$ cat src/rtl/mmu_mc_frontend_pkg.sv
// Shared constants and payload-width helpers for the multi-channel MMU front end.
package mmu_mc_frontend_pkg;

    localparam int ARB_RR    = 0;
    localparam int ARB_FIXED = 1;

    function automatic int alloc_req_w(int id_w, int sz_w);
        return id_w + sz_w;
    endfunction

    function automatic int free_req_w(int id_w, int idx_w, int sz_w);
        return id_w + idx_w + sz_w;
    endfunction

    function automatic int alloc_rsp_w(int id_w, int idx_w, int fr_w, int sz_w);
        return id_w + idx_w + 1 + fr_w + 2 * sz_w;
    endfunction

    function automatic int free_rsp_w(int id_w, int fr_w, int sz_w);
        return id_w + 1 + fr_w + 2 * sz_w;
    endfunction

endpackage

$ cat src/rtl/mmu_mc_frontend_path.sv
// One request/response path: arbiter, shared request FIFO, channel-tag FIFO and
// per-channel response FIFOs routing in-order core responses back to their issuer.
module mmu_mc_frontend_path
    import mmu_mc_frontend_pkg::*;
#(
    parameter int NUM_CH    = 4,
    parameter int REQ_W     = 17,
    parameter int RSP_W     = 39,
    parameter int REQ_DEPTH = 8,
    parameter int TAG_DEPTH = 16,
    parameter int RSP_DEPTH = 4,
    parameter int ARB_MODE  = ARB_RR
) (
    input  logic                    clk,
    input  logic                    rst,
    input  logic [NUM_CH-1:0]       req_valid,
    output logic [NUM_CH-1:0]       req_ready,
    input  logic [NUM_CH*REQ_W-1:0] req_data,
    output logic [NUM_CH-1:0]       rsp_valid,
    input  logic [NUM_CH-1:0]       rsp_pop,
    output logic [NUM_CH*RSP_W-1:0] rsp_data,
    input  logic                    core_req_pop,
    output logic [REQ_W-1:0]        core_req_data,
    output logic                    core_req_empty,
    input  logic                    core_rsp_we,
    input  logic [RSP_W-1:0]        core_rsp_data,
    output logic                    core_rsp_afull,
    output logic                    err_orphan
);

    localparam int CH_W  = (NUM_CH > 1) ? $clog2(NUM_CH) : 1;
    localparam int RQ_AW = $clog2(REQ_DEPTH);
    localparam int TG_AW = $clog2(TAG_DEPTH);
    localparam int RS_AW = $clog2(RSP_DEPTH);
    localparam logic [RQ_AW:0] RQ_FULL = (RQ_AW+1)'(REQ_DEPTH);
    localparam logic [TG_AW:0] TG_FULL = (TG_AW+1)'(TAG_DEPTH);
    localparam logic [RS_AW:0] RS_FULL = (RS_AW+1)'(RSP_DEPTH);
    localparam logic [RS_AW:0] RS_NEAR = (RS_AW+1)'(RSP_DEPTH - 1);

    logic [CH_W-1:0]  ptr, winner, tg_head;
    logic             grant_any, grant;
    logic [REQ_W-1:0] rq_mem [REQ_DEPTH];
    logic [RQ_AW-1:0] rq_wp, rq_rp;
    logic [RQ_AW:0]   rq_cnt;
    logic [CH_W-1:0]  tg_mem [TAG_DEPTH];
    logic [TG_AW-1:0] tg_wp, tg_rp;
    logic [TG_AW:0]   tg_cnt;
    logic             rq_pop, tg_pop, orphan;
    logic [NUM_CH-1:0] ovf, near_full;

    function automatic logic [CH_W-1:0] arb_idx(logic [CH_W-1:0] base, int k);
        int s;
        s = (ARB_MODE == ARB_FIXED) ? k : int'(base) + k;
        if (s >= NUM_CH) s = s - NUM_CH;
        return CH_W'(s);
    endfunction

    // Grant is suppressed while either FIFO is (registered) full, and during reset.
    always_comb begin
        winner    = '0;
        grant_any = 1'b0;
        req_ready = '0;
        for (int k = 0; k < NUM_CH; k++) begin
            if (!grant_any && req_valid[arb_idx(ptr, k)]) begin
                grant_any = 1'b1;
                winner    = arb_idx(ptr, k);
            end
        end
        grant = grant_any && (rq_cnt != RQ_FULL) && (tg_cnt != TG_FULL) && !rst;
        if (grant) req_ready[winner] = 1'b1;
    end

    assign rq_pop         = core_req_pop && (rq_cnt != '0);
    assign tg_pop         = core_rsp_we && (tg_cnt != '0);
    assign orphan         = core_rsp_we && (tg_cnt == '0);
    assign tg_head        = tg_mem[tg_rp];
    assign core_req_data  = rq_mem[rq_rp];
    assign core_req_empty = (rq_cnt == '0);
    assign core_rsp_afull = |near_full;

    always_ff @(posedge clk) begin
        if (grant) begin
            rq_mem[rq_wp] <= req_data[int'(winner)*REQ_W +: REQ_W];
            tg_mem[tg_wp] <= winner;
        end
    end

    always_ff @(posedge clk or posedge rst) begin
        if (rst) begin
            ptr        <= '0;
            rq_wp      <= '0;
            rq_rp      <= '0;
            rq_cnt     <= '0;
            tg_wp      <= '0;
            tg_rp      <= '0;
            tg_cnt     <= '0;
            err_orphan <= 1'b0;
        end else begin
            if (grant) begin
                ptr   <= (int'(winner) == NUM_CH - 1) ? '0 : winner + 1'b1;
                rq_wp <= rq_wp + 1'b1;
                tg_wp <= tg_wp + 1'b1;
            end
            if (rq_pop) rq_rp <= rq_rp + 1'b1;
            if (tg_pop) tg_rp <= tg_rp + 1'b1;
            case ({grant, rq_pop})
                2'b10:   rq_cnt <= rq_cnt + 1'b1;
                2'b01:   rq_cnt <= rq_cnt - 1'b1;
                default: ;
            endcase
            case ({grant, tg_pop})
                2'b10:   tg_cnt <= tg_cnt + 1'b1;
                2'b01:   tg_cnt <= tg_cnt - 1'b1;
                default: ;
            endcase
            if (orphan || (|ovf)) err_orphan <= 1'b1;
        end
    end

    // Per-channel response FIFOs; a write to a full FIFO is dropped and flagged.
    for (genvar i = 0; i < NUM_CH; i++) begin : g_rsp
        logic [RSP_W-1:0] mem [RSP_DEPTH];
        logic [RS_AW-1:0] wp, rp;
        logic [RS_AW:0]   cnt;
        logic             hit, push, pop;

        assign hit          = tg_pop && (tg_head == CH_W'(i));
        assign push         = hit && (cnt != RS_FULL);
        assign pop          = rsp_pop[i] && (cnt != '0);
        assign ovf[i]       = hit && (cnt == RS_FULL);
        assign near_full[i] = (cnt >= RS_NEAR);
        assign rsp_valid[i] = (cnt != '0);
        assign rsp_data[i*RSP_W +: RSP_W] = mem[rp];

        always_ff @(posedge clk) begin
            if (push) mem[wp] <= core_rsp_data;
        end

        always_ff @(posedge clk or posedge rst) begin
            if (rst) begin
                wp  <= '0;
                rp  <= '0;
                cnt <= '0;
            end else begin
                if (push) wp <= wp + 1'b1;
                if (pop)  rp <= rp + 1'b1;
                case ({push, pop})
                    2'b10:   cnt <= cnt + 1'b1;
                    2'b01:   cnt <= cnt - 1'b1;
                    default: ;
                endcase
            end
        end
    end

endmodule

$ cat src/rtl/mmu_mc_frontend.sv
// Multi-channel MMU front end: independent alloc and free paths sharing one core
// request/response stream each, with per-channel ports and response routing.
module mmu_mc_frontend
    import mmu_mc_frontend_pkg::*;
#(
    parameter int NUM_CH    = 4,
    parameter int ID_W      = 13,
    parameter int IDX_W     = 15,
    parameter int SZ_W      = 4,
    parameter int FR_W      = 2,
    parameter int REQ_DEPTH = 8,
    parameter int TAG_DEPTH = 16,
    parameter int RSP_DEPTH = 4,
    parameter int ARB_MODE  = ARB_RR,
    localparam int AQ_W = alloc_req_w(ID_W, SZ_W),
    localparam int FQ_W = free_req_w(ID_W, IDX_W, SZ_W),
    localparam int AS_W = alloc_rsp_w(ID_W, IDX_W, FR_W, SZ_W),
    localparam int FS_W = free_rsp_w(ID_W, FR_W, SZ_W)
) (
    input  logic                   clk,
    input  logic                   rst,
    input  logic [NUM_CH-1:0]      ch_alloc_req_valid,
    output logic [NUM_CH-1:0]      ch_alloc_req_ready,
    input  logic [NUM_CH*AQ_W-1:0] ch_alloc_req_data,
    input  logic [NUM_CH-1:0]      ch_free_req_valid,
    output logic [NUM_CH-1:0]      ch_free_req_ready,
    input  logic [NUM_CH*FQ_W-1:0] ch_free_req_data,
    output logic [NUM_CH-1:0]      ch_alloc_rsp_valid,
    input  logic [NUM_CH-1:0]      ch_alloc_rsp_pop,
    output logic [NUM_CH*AS_W-1:0] ch_alloc_rsp_data,
    output logic [NUM_CH-1:0]      ch_free_rsp_valid,
    input  logic [NUM_CH-1:0]      ch_free_rsp_pop,
    output logic [NUM_CH*FS_W-1:0] ch_free_rsp_data,
    input  logic                   core_alloc_req_pop,
    output logic [AQ_W-1:0]        core_alloc_req_data,
    output logic                   core_alloc_req_empty,
    input  logic                   core_alloc_rsp_we,
    input  logic [AS_W-1:0]        core_alloc_rsp_data,
    output logic                   core_alloc_rsp_afull,
    input  logic                   core_free_req_pop,
    output logic [FQ_W-1:0]        core_free_req_data,
    output logic                   core_free_req_empty,
    input  logic                   core_free_rsp_we,
    input  logic [FS_W-1:0]        core_free_rsp_data,
    output logic                   core_free_rsp_afull,
    output logic [1:0]             err_orphan_rsp
);

    mmu_mc_frontend_path #(
        .NUM_CH(NUM_CH), .REQ_W(AQ_W), .RSP_W(AS_W), .REQ_DEPTH(REQ_DEPTH),
        .TAG_DEPTH(TAG_DEPTH), .RSP_DEPTH(RSP_DEPTH), .ARB_MODE(ARB_MODE)
    ) u_alloc (
        .clk(clk), .rst(rst),
        .req_valid(ch_alloc_req_valid), .req_ready(ch_alloc_req_ready), .req_data(ch_alloc_req_data),
        .rsp_valid(ch_alloc_rsp_valid), .rsp_pop(ch_alloc_rsp_pop), .rsp_data(ch_alloc_rsp_data),
        .core_req_pop(core_alloc_req_pop), .core_req_data(core_alloc_req_data),
        .core_req_empty(core_alloc_req_empty), .core_rsp_we(core_alloc_rsp_we),
        .core_rsp_data(core_alloc_rsp_data), .core_rsp_afull(core_alloc_rsp_afull),
        .err_orphan(err_orphan_rsp[0])
    );

    mmu_mc_frontend_path #(
        .NUM_CH(NUM_CH), .REQ_W(FQ_W), .RSP_W(FS_W), .REQ_DEPTH(REQ_DEPTH),
        .TAG_DEPTH(TAG_DEPTH), .RSP_DEPTH(RSP_DEPTH), .ARB_MODE(ARB_MODE)
    ) u_free (
        .clk(clk), .rst(rst),
        .req_valid(ch_free_req_valid), .req_ready(ch_free_req_ready), .req_data(ch_free_req_data),
        .rsp_valid(ch_free_rsp_valid), .rsp_pop(ch_free_rsp_pop), .rsp_data(ch_free_rsp_data),
        .core_req_pop(core_free_req_pop), .core_req_data(core_free_req_data),
        .core_req_empty(core_free_req_empty), .core_rsp_we(core_free_rsp_we),
        .core_rsp_data(core_free_rsp_data), .core_rsp_afull(core_free_rsp_afull),
        .err_orphan(err_orphan_rsp[1])
    );

endmodule

$ cat config.mk
export PLATFORM = sky130hd
export DESIGN_NAME = mmu_mc_frontend
export DESIGN_NICKNAME = d
export VERILOG_FILES = /design/src/rtl/mmu_mc_frontend_pkg.sv /design/src/rtl/mmu_mc_frontend_path.sv /design/src/rtl/mmu_mc_frontend.sv
export SDC_FILE = /design/constraint.sdc
export NUM_CORES = 1
export LEC_CHECK = 0
export ABC_AREA = 1
export CORE_AREA = 2 2 381 383
export CTS_CLUSTER_SIZE = 10
export DETAILED_ROUTE_END_ITERATION = 10
export DIE_AREA = 0 0 383 385
export MAX_ROUTING_LAYER = met4
export PLACE_DENSITY_LB_ADDON = 0.3
export SLEW_MARGIN = 20
export SYNTH_ARGS = -nofsm -noshare
export SYNTH_HDL_FRONTEND = slang
export SYNTH_SLANG_ARGS = --single-unit
$ cat constraint.sdc
create_clock -name clk -period 12.2 [get_ports clk]
set_input_delay 2.44 -clock clk [delete_from_list [all_inputs] [get_ports clk]]
set_output_delay 2.44 -clock clk [all_outputs]
set_load 0.05 [all_outputs]
# Word-level counts from Yosys, hierarchy flattened
# Memory sizes are Yosys's and may differ from the RTL's.
# Index checks and enable logic that the tools add are counted.
# W data, S select, Z words.
dict set report totals {
  ff_bits 108
  ramBits 1464
  output_inout_bits 323
  elab_cells 374
  n_memories 12
}
dict set report op_classes {
  add_sub_neg 64
  mul 1
  order_cmp 28
  eq_ne 52
  shift 2
  mux 80
  reduce_logical 95
}
# memory words width read_ports rd_ports_with_merged_regs write_ports line
set mem_list {}
lappend mem_list {u_free.rq_mem 8 32 1 0 1 mmu_mc_frontend_path.sv:42} ;# logic [REQ_W-1:0] rq_mem [REQ_DEPTH];
lappend mem_list {{u_alloc.g_rsp[0].mem} 4 39 1 0 1 mmu_mc_frontend_path.sv:122} ;# logic [RSP_W-1:0] mem [RSP_DEPTH];
lappend mem_list {{u_alloc.g_rsp[1].mem} 4 39 1 0 1 mmu_mc_frontend_path.sv:122}
lappend mem_list {{u_alloc.g_rsp[2].mem} 4 39 1 0 1 mmu_mc_frontend_path.sv:122}
lappend mem_list {{u_alloc.g_rsp[3].mem} 4 39 1 0 1 mmu_mc_frontend_path.sv:122}
lappend mem_list {u_alloc.rq_mem 8 17 1 0 1 mmu_mc_frontend_path.sv:42}
lappend mem_list {{6 more memories} - - - - - -}
# op count
set ops {}
lappend ops {{$shiftx A128 B8 Y32} 1}
lappend ops {{$shiftx A68 B32 Y17} 1}
lappend ops {{$logic_and A1 B1 Y1} 52}
lappend ops {{$pmux W3 S2} 8}
lappend ops {{$mux W1} 38}
lappend ops {{$add A2 B1 Y2 const B} 18}
lappend ops {{$add A3 B1 Y3 const B} 12}
lappend ops {{$mux W2} 18}
lappend ops {{$eq A2 B1 Y1 const B} 16}
lappend ops {{$eq A2 B2 Y1 const B} 16}
lappend ops {{$lt A2 B3 Y1 const B} 10}
lappend ops {{$add A4 B1 Y4 const B} 6}
lappend ops {{$eq A3 B3 Y1 const B} 8}
lappend ops {{$ge A3 B2 Y1 const B} 8}
lappend ops {{$ne A3 B3 Y1 const B} 8}
lappend ops {{$reduce_bool A2 Y1} 12}
lappend ops {{$reduce_bool A3 Y1} 8}
lappend ops {{$sub A3 B1 Y3 const B} 8}
lappend ops {{$pmux W5 S2} 2}
lappend ops {{$ge A3 B3 Y1 const B} 6}
lappend ops {{$bmux W1 S2} 8}
lappend ops {{$pmux W4 S2} 2}
lappend ops {{$reduce_or A4 Y1} 4}
lappend ops {{$sub A2 B1 Y2 const B} 8}
lappend ops {{19 further kinds} 44}

# Depth between registers and ports, before layout
# Gate-level depths: netlist (run 1).
dict set report logic_depth {
  depth_word 19
  depth_mapped 19
}

# Modules after synthesis
# A second synthesis (run 1) with hierarchy kept.
dict set report hier_totals {
  hier_cells 5167
  hier_area_um2 64201.6
}
# mod n_inst cells_per_inst area_each_um2
set by_module_without_submodules {}
lappend by_module_without_submodules {{mmu_mc_frontend_path at u_alloc} 1 2633 33826.2}
lappend by_module_without_submodules {{mmu_mc_frontend_path at u_free} 1 2534 30375.4}

# Worst setup path after synthesis (run 1)
# No wires, ideal clock.
dict set report synth_timing {
  kind {input to output}
  from {in rst}
  to {out ch_alloc_req_ready[0]}
  arrival_time_ns 6.230
  required_ns 9.760
  path_slack_ns 3.530
  cell_stages 6
  n_path_buf 1
  cell_sequence {inv_1 o21ai_0 a31oi_1 nand2_1 buf_2 nor2_1}
}
dict set report synth_between {
  elab_chain_len 3
}
# element line
set synth_lines {}
lappend synth_lines {{start: declaration} mmu_mc_frontend.sv:21} ;# input logic rst,
lappend synth_lines {{$logic_not A1 Y1} mmu_mc_frontend_path.sv:69} ;# grant = grant_any && (rq_cnt != RQ_FULL) && (tg_cnt != TG_FULL) && !rst;
lappend synth_lines {{$logic_and A1 B1 Y1} mmu_mc_frontend_path.sv:69}
lappend synth_lines {{$mux W4} mmu_mc_frontend_path.sv:70} ;# if (grant) req_ready[winner] = 1'b1;
lappend synth_lines {{end: declaration} mmu_mc_frontend.sv:23} ;# output logic [NUM_CH-1:0] ch_alloc_req_ready,
# No other way between the ends.

# Final worst setup path (run 1)
dict set report layout_timing {
  from {in ch_alloc_req_valid[2]}
  to {out ch_alloc_req_ready[3]}
}
dict set report layout_between {
  elab_chain_len 17
}
# element line
set layout_lines {}
lappend layout_lines {{start: declaration} mmu_mc_frontend.sv:22} ;# input logic [NUM_CH-1:0] ch_alloc_req_valid,
lappend layout_lines {{$bmux W1 S2} mmu_mc_frontend_path.sv:64} ;# if (!grant_any && req_valid[arb_idx(ptr, k)]) begin
lappend layout_lines {{$mux W1 (not written as such)} mmu_mc_frontend_path.sv:64}
lappend layout_lines {{$mux W1} mmu_mc_frontend_path.sv:64}
lappend layout_lines {{$logic_not A1 Y1} mmu_mc_frontend_path.sv:64}
lappend layout_lines {{$logic_and A1 B1 Y1} mmu_mc_frontend_path.sv:64}
lappend layout_lines {{$mux W1} mmu_mc_frontend_path.sv:64}
lappend layout_lines {{$logic_not A1 Y1} mmu_mc_frontend_path.sv:64}
lappend layout_lines {{$logic_and A1 B1 Y1} mmu_mc_frontend_path.sv:64}
lappend layout_lines {{[... 2 more ...]} -}
lappend layout_lines {{$logic_and A1 B1 Y1} mmu_mc_frontend_path.sv:64}
lappend layout_lines {{$mux W2 (*)} mmu_mc_frontend_path.sv:64}
lappend layout_lines {{net u_alloc.winner[0]} mmu_mc_frontend_path.sv:40} ;# logic [CH_W-1:0] ptr, winner, tg_head;
lappend layout_lines {{$lt A2 B3 Y1 (not written as such) / $ge A2 B1 Y1 (equally long branches)} mmu_mc_frontend_path.sv:70}
lappend layout_lines {{$logic_and A1 B1 Y1 (not written as such)} mmu_mc_frontend_path.sv:70}
lappend layout_lines {{$mux W1 (not written as such)} mmu_mc_frontend_path.sv:70}
lappend layout_lines {{$demux W1 S2 (*)} -}
lappend layout_lines {{$mux W4 (*)} mmu_mc_frontend_path.sv:70}
# Mark *: on every way through the listed nets, which the timed path passes. The rest lies on a longest branch. The select of a mux whose other input is x is not followed.

==> results of run 1 <==
-- routing by layer --
layer  vias up  track usage [%]  wire [microns]
met3       277            5.128           12520
met5         -                -               0
met2      1373            37.08           82440
li1      19560                -               -
met4         0            6.744            4194
met1     20950            29.30           68770
-- cells by family after synthesis --
family / count (synthesis)
buffers and inverters: 612
adder cells (fa/ha/maj): 85
flip-flops: 1572
AO/OA/AOI/OAI: 1145
XOR/XNOR: 72
AND/OR/NAND/NOR: 1678
-- cell usage in the layout, fill, tap and decap left out, types with 19 or more instances in the layout --
cell,instances
a31oi_1,50
buf_4,85
clkbuf_1,70
clkbuf_16,181
clkdlybuf4s50_1,603
dfrtp_1,101
edfxtp_1,1464
ha_1,75
inv_1,304
nand2_1,372
nand3_1,167
nand3b_1,100
nor2_1,949
nor2_4,27
o21ai_0,745
o21ai_1,19
o22ai_1,303
xor2_1,55
-- how the worst max path moves through the flow --
stage / start / end / slack (ps) / cells past startpoint
floorplan: rst / ch_alloc_req_ready[0] / 3530 / 6
global placement: ch_free_req_valid[2] / ch_free_req_ready[3] / 3570 / 12
detailed placement: ch_free_req_valid[2] / ch_free_req_ready[3] / 3570 / 12
CTS: ch_free_req_valid[2] / ch_free_req_ready[3] / 3580 / 12
global route: ch_free_req_valid[0] / ch_free_req_ready[3] / 3250 / 13
finish: ch_alloc_req_valid[2] / ch_alloc_req_ready[3] / 3580 / 14
-- sequential cells by signal, summed over array words and instances (netlist names), 5 cells and up --
name               cells
u_alloc.g_rsp.rp       8
u_alloc.rq_mem       136
u_free.g_rsp.cnt      12
u_free.tg_cnt          5
u_alloc.g_rsp.wp       8
u_free.g_rsp.rp        8
u_alloc.g_rsp.cnt     12
u_free.rq_mem        256
u_alloc.tg_mem        32
u_free.g_rsp.wp        8
u_alloc.tg_cnt         5
u_alloc.g_rsp.mem    624
u_free.g_rsp.mem     384
u_free.tg_mem         32
-- worst max-delay path, stage by stage --
cell	delay, ps
clkdlybuf4s50_1	500
nand2_1	60
o21ai_1	130
nand2_1	110
nand2_2	120
nor2_4	60
nand2_1	70
nand3_2	550
nand2_4	600
inv_1	380
ha_1	320
inv_1	70
nor2_1	50
clkdlybuf4s50_1	720
-- area by class of cell --
type | count | area, sq um
Clock buffer | 252 | 4806
Antenna cell | 10 | 25.02
Tap cell | 1903 | 2381
Fill cell | 11750 | 65620
Timing Repair Buffer | 688 | 6674
Sequential cell | 1572 | 46680
Multi-Input combinational cell | 2980 | 15250
Inverter | 322 | 1217
Clock inverter | 26 | 481.7
-- stage by stage --
stage	hold WS, ps	cells
CTS	487.4	7743
global route	511.7	7750
floorplan	446.5	5164
global placement	464.4	7465
finish	493.5	7753
detailed placement	474.8	7465
==> flow_metrics.env, run 1 <==
export IMPL_die_width_microns=383
export IMPL_status="finished clean"
export IMPL_clk_path_buf_depth=3
export IMPL_stdcell_area_sq_um=77510
export IMPL_synthMostInstantiatedCell="edfxtp_1"
export IMPL_routabilityCongestion=0.9032
export IMPL_worst_pin_slew_ps=1050
export IMPL_setup_tns_ps=0
export IMPL_timing_rr_start="u_free.ptr[0]"
export IMPL_timing_final_ws_setup_ps=3577
export IMPL_synth_top_cell_by_area="edfxtp_1"
export IMPL_synthFlopType="edfxtp_1"
export IMPL_drive_gt1_share_pct=6.473
export IMPL_hold_path_startpoint="u_alloc.g_rsp[1].cnt[0]"
export IMPL_rrSetupSlack_ps=8570
export IMPL_place_area_sq_um=72200
export IMPL_fin_util_pct=54.15
export IMPL_min_period_over_period_pct=70.68
export IMPL_ys_types=40
export IMPL_start_kind="primary input"
export IMPL_worstPathArrival_ps=6180
export IMPL_post_cts_buffers=0
export IMPL_clock_fmax_mhz=116.0
export IMPL_syn_avg_cell_area_sq_um=12.42
export IMPL_r2r_end="u_free.rq_mem[5][0]"
export IMPL_rsz0062_at_grt="false"
export IMPL_num_rows=139
export IMPL_pin_count=604
export IMPL_finalMaxSlewViolations=0
export IMPL_grt_pass1_vias=40630
export IMPL_synth_common_cells="1464 x edfxtp_1, 989 x nor2_1, 745 x o21ai_0"
export IMPL_pre_cts_ws_ps=3565
export IMPL_holdPathStages=1
export IMPL_area_growth_pct=20.84
export IMPL_start_util_pct=44.81
export IMPL_antenna_found_initial=9
export IMPL_cp_data_required_time_ps=9760
export IMPL_synth_xor_area_share_pct=0.9831
export IMPL_cts_num_sinks=1572
export IMPL_maxCapViolCount=0
export IMPL_worstHoldPathType="flop to flop"
export IMPL_grtUsageTotal_pct=23.02
export IMPL_crit_fanout=38
export IMPL_routed_wirelength_microns=167900
export IMPL_tritoncts="done"
export IMPL_grt_max_degree=97
export IMPL_hold_viol_final=0
export IMPL_vias=42160
export IMPL_syn_num_nets=5530
export IMPL_synthTopCellsByArea="edfxtp_1 69%, o21ai_0 5.8%, nor2_1 5.8%, dfrtp_1 4.2%, o22ai_1 3.0%"
export IMPL_ctsResizeCount=0
export IMPL_whs_endpoint="u_alloc.g_rsp[1].cnt[0]"
export IMPL_drtPass1Iterations=7
export IMPL_dp_hpwl_microns=99260
export IMPL_grt_first_pass_wirelength_microns=249700
export IMPL_netlist_instances=5164
export IMPL_setup_viol=0
export IMPL_synth_compound_area_share_pct=9.669
export IMPL_cts_htree_levels=4
export IMPL_netlist_area_sq_um=64150
export IMPL_clk_pin_slew_worst_paths_ps=50
export IMPL_fin_skew_ps=87.12
export IMPL_crit_path_end_kind="output port"
export IMPL_drc=0
export IMPL_synth_simple_area_share_pct=10.99
export IMPL_relSlewSlack_pct=30.02
export IMPL_die_area_sq_um=147500
export IMPL_yosys_warnings=0
export IMPL_clockRootBuffer="clkbuf_16"
export IMPL_synth_seq_cells=1572
export IMPL_drt_iter0_drc=3883
export IMPL_synth_adder_area_share_pct=1.775
export IMPL_synth_edf_count=1464
export IMPL_synth_top_family_by_area="simple AND/OR/NAND/NOR gates"
export IMPL_routedWlPerCell_microns=21.66
export IMPL_io_buffers=603
export IMPL_synthMuxAreaShare_pct=0
export IMPL_antenna_left=0
export IMPL_clk_insertion_delay_late_ps=820
export IMPL_synth_top_area_share_pct=68.54
export IMPL_cts_buffers=179
export IMPL_vias_per_cell=5.437
export IMPL_min_period_ps=8624
export IMPL_grt_overflow=0
export IMPL_coreArea_sq_um=143100
export IMPL_nNetsFinal=6109
export IMPL_async_flop_share_pct=6.870
export IMPL_yosysSeqAreaShare_pct=72.75
export IMPL_cts_hold_buffers_added=0
export IMPL_die_y_microns=385
export IMPL_r2r_cells=10
export IMPL_crit_type="primary input to output port"
Power of run 1 is not shown: default switching activity piles up to over one toggle a cycle in this logic, so the estimate is an artifact.
==> inputs of run 2 (changes only) <==
clock period = 8.15 ns   (was 12.2 ns; I/O delays follow)
==> flow_metrics.env, run 2 (synthesis results as in run 1) <==
export IMPL_grt_max_degree=101
export IMPL_rrSetupSlack_ps=4300
export IMPL_final_cell_mix="1464 x edfxtp_1, 949 x nor2_1, 745 x o21ai_0"
export IMPL_clk_insertion_delay_late_ps=830
export IMPL_start_kind="primary input"
export IMPL_pin_count=604
export IMPL_min_period_ps=6812
export IMPL_crit_path_end_kind="output port"
export IMPL_drtPass1Iterations=6
export IMPL_antenna_found_initial=8
export IMPL_min_period_over_period_pct=83.58
export IMPL_grt_first_pass_wirelength_microns=247100
export IMPL_top_regs="u_alloc.g_rsp.mem (624), u_free.g_rsp.mem (384), u_free.rq_mem (256)"
export IMPL_crit_fanout=38
export IMPL_setup_viol=0
export IMPL_post_cts_buffers=0
export IMPL_grt_pass1_vias=40550
export IMPL_crit_type="primary input to output port"
export IMPL_area_growth_pct=20.84
export IMPL_stdcell_area_sq_um=77510
export IMPL_grtUsageTotal_pct=22.79
export IMPL_die_y_microns=385
export IMPL_worst_pin_slew_ps=945.5
export IMPL_antenna_left=0
export IMPL_cts_num_sinks=1572
export IMPL_cts_buffers=179
export IMPL_grt_overflow=0
export IMPL_relSlewSlack_pct=36.77
export IMPL_crit_chain="clkdlybuf4s50_1, o211ai_1, nand2_2, nor2_4, nand2_1, nand3_2, buf_4, nand2_4, inv_1, ha_1, inv_1, nor2_1, clkdlybuf4s50_1"
export IMPL_drive_gt1_share_pct=6.547
export IMPL_hold_viol_final=0
export IMPL_drt_iter0_drc=3586
export IMPL_cp_slowest_cell="clkdlybuf4s50_1"
export IMPL_clock_fmax_mhz=146.8
export IMPL_status="finished clean"
export IMPL_slowest_delay_ps=820
export IMPL_setup_tns_ps=0
export IMPL_clk_pin_slew_worst_paths_ps=60
export IMPL_routabilityCongestion=0.9091
export IMPL_dp_hpwl_microns=99260
export IMPL_fin_cells=7762
export IMPL_vias_per_cell=5.397
export IMPL_ctsResizeCount=0
export IMPL_start_util_pct=44.81
export IMPL_die_width_microns=383
export IMPL_clk_path_buf_depth=3
export IMPL_worstPathArrival_ps=5180
export IMPL_nNetsFinal=6113
export IMPL_cts_hold_buffers_added=0
export IMPL_io_buffers=603
export IMPL_cts_htree_levels=4
export IMPL_die_area_sq_um=147500
export IMPL_coreArea_sq_um=143100
export IMPL_cp_data_required_time_ps=6520
export IMPL_fin_skew_ps=78.18
export IMPL_num_rows=139
export IMPL_vias=41890
export IMPL_drc=0
export IMPL_finalMaxSlewViolations=0
export IMPL_final_common_cell="edfxtp_1"
export IMPL_largest_reg_flops=624
export IMPL_place_inst=7469
export IMPL_worstHoldPathType="flop to flop"
export IMPL_tritoncts="done"
export IMPL_fill_cells=11760
export IMPL_maxCapViolCount=0
export IMPL_clockRootBuffer="clkbuf_16"
export IMPL_regMostFlops="u_alloc.g_rsp.mem"
export IMPL_fin_util_pct=54.16
export IMPL_routedWlPerCell_microns=21.51
export IMPL_routed_wirelength_microns=167000
export IMPL_rsz0062_at_grt="false"
export IMPL_place_area_sq_um=72210
## run 2: cell types whose count changed in the layout (fill, tap and decap cells not counted), sizes merged, moves of 3 or more
cell      change
clkbuf        +8
buf           +6
clkinv        -5
clkinvlp      +3
## run 2: worst paths after layout
path                                    startpoint                     endpoint  cells past startpoint
max                          ch_alloc_req_valid[2]        ch_alloc_req_ready[1]                     13
min                        u_alloc.g_rsp[1].cnt[0]      u_alloc.g_rsp[1].cnt[0]                      1
max reg2reg                       u_alloc.tg_rp[0]  u_alloc.g_rsp[3].mem[0][12]                     11
min reg2reg                u_alloc.g_rsp[1].cnt[0]      u_alloc.g_rsp[1].cnt[0]                      1
max in group asynchronous                      rst             u_alloc.rq_rp[0]                      3
min in group asynchronous                      rst             u_free.rq_cnt[3]                      2
## run 2: metrics by stage
stage          setup slack (ps)  hold slack [ps]
6_report                   1338            484.7
2_1_floorplan              1100            446.5
3_3_place_gp               1458            465.4
3_5_place_dp               1358            470.0
4_1_cts                    1371            482.4
5_1_grt                    1032            520.9
## run 2: area by class of cell
cell class              count  area (sq um)  area share [%]
diodes                      9         22.52         0.02905
clock buffers             260          4825           6.224
clock inverters            24         452.9          0.5843
inverters                 322          1217           1.571
multi-input cells        2980         15240           19.66
flip-flops and latches   1572         46680           60.22
well taps                1903          2381           3.072
repair buffers            692          6699           8.642
## run 2: metal layers
| layer | vias up | GRT usage, % | part of all wire [%] |
|---|---|---|---|
| met1 | 20610 | 28.97 | 41 |
| met3 | 270 | 5.361 | 7.7 |
| met4 | 0 | 6.882 | 2.6 |
| met5 | - | - | 0 |
| li1 | 19570 | - | - |
| met2 | 1441 | 36.45 | 49 |
## run 2: worst max-delay path: cells and delay by family
family,cells,cell delay (ps)
AOI/OAI and AO/OA,1,250
adders and majority gates,1,240
buffers and inverters,5,2190
and+or+nand+nor,6,850
Power of run 2 is left out for the same reason.
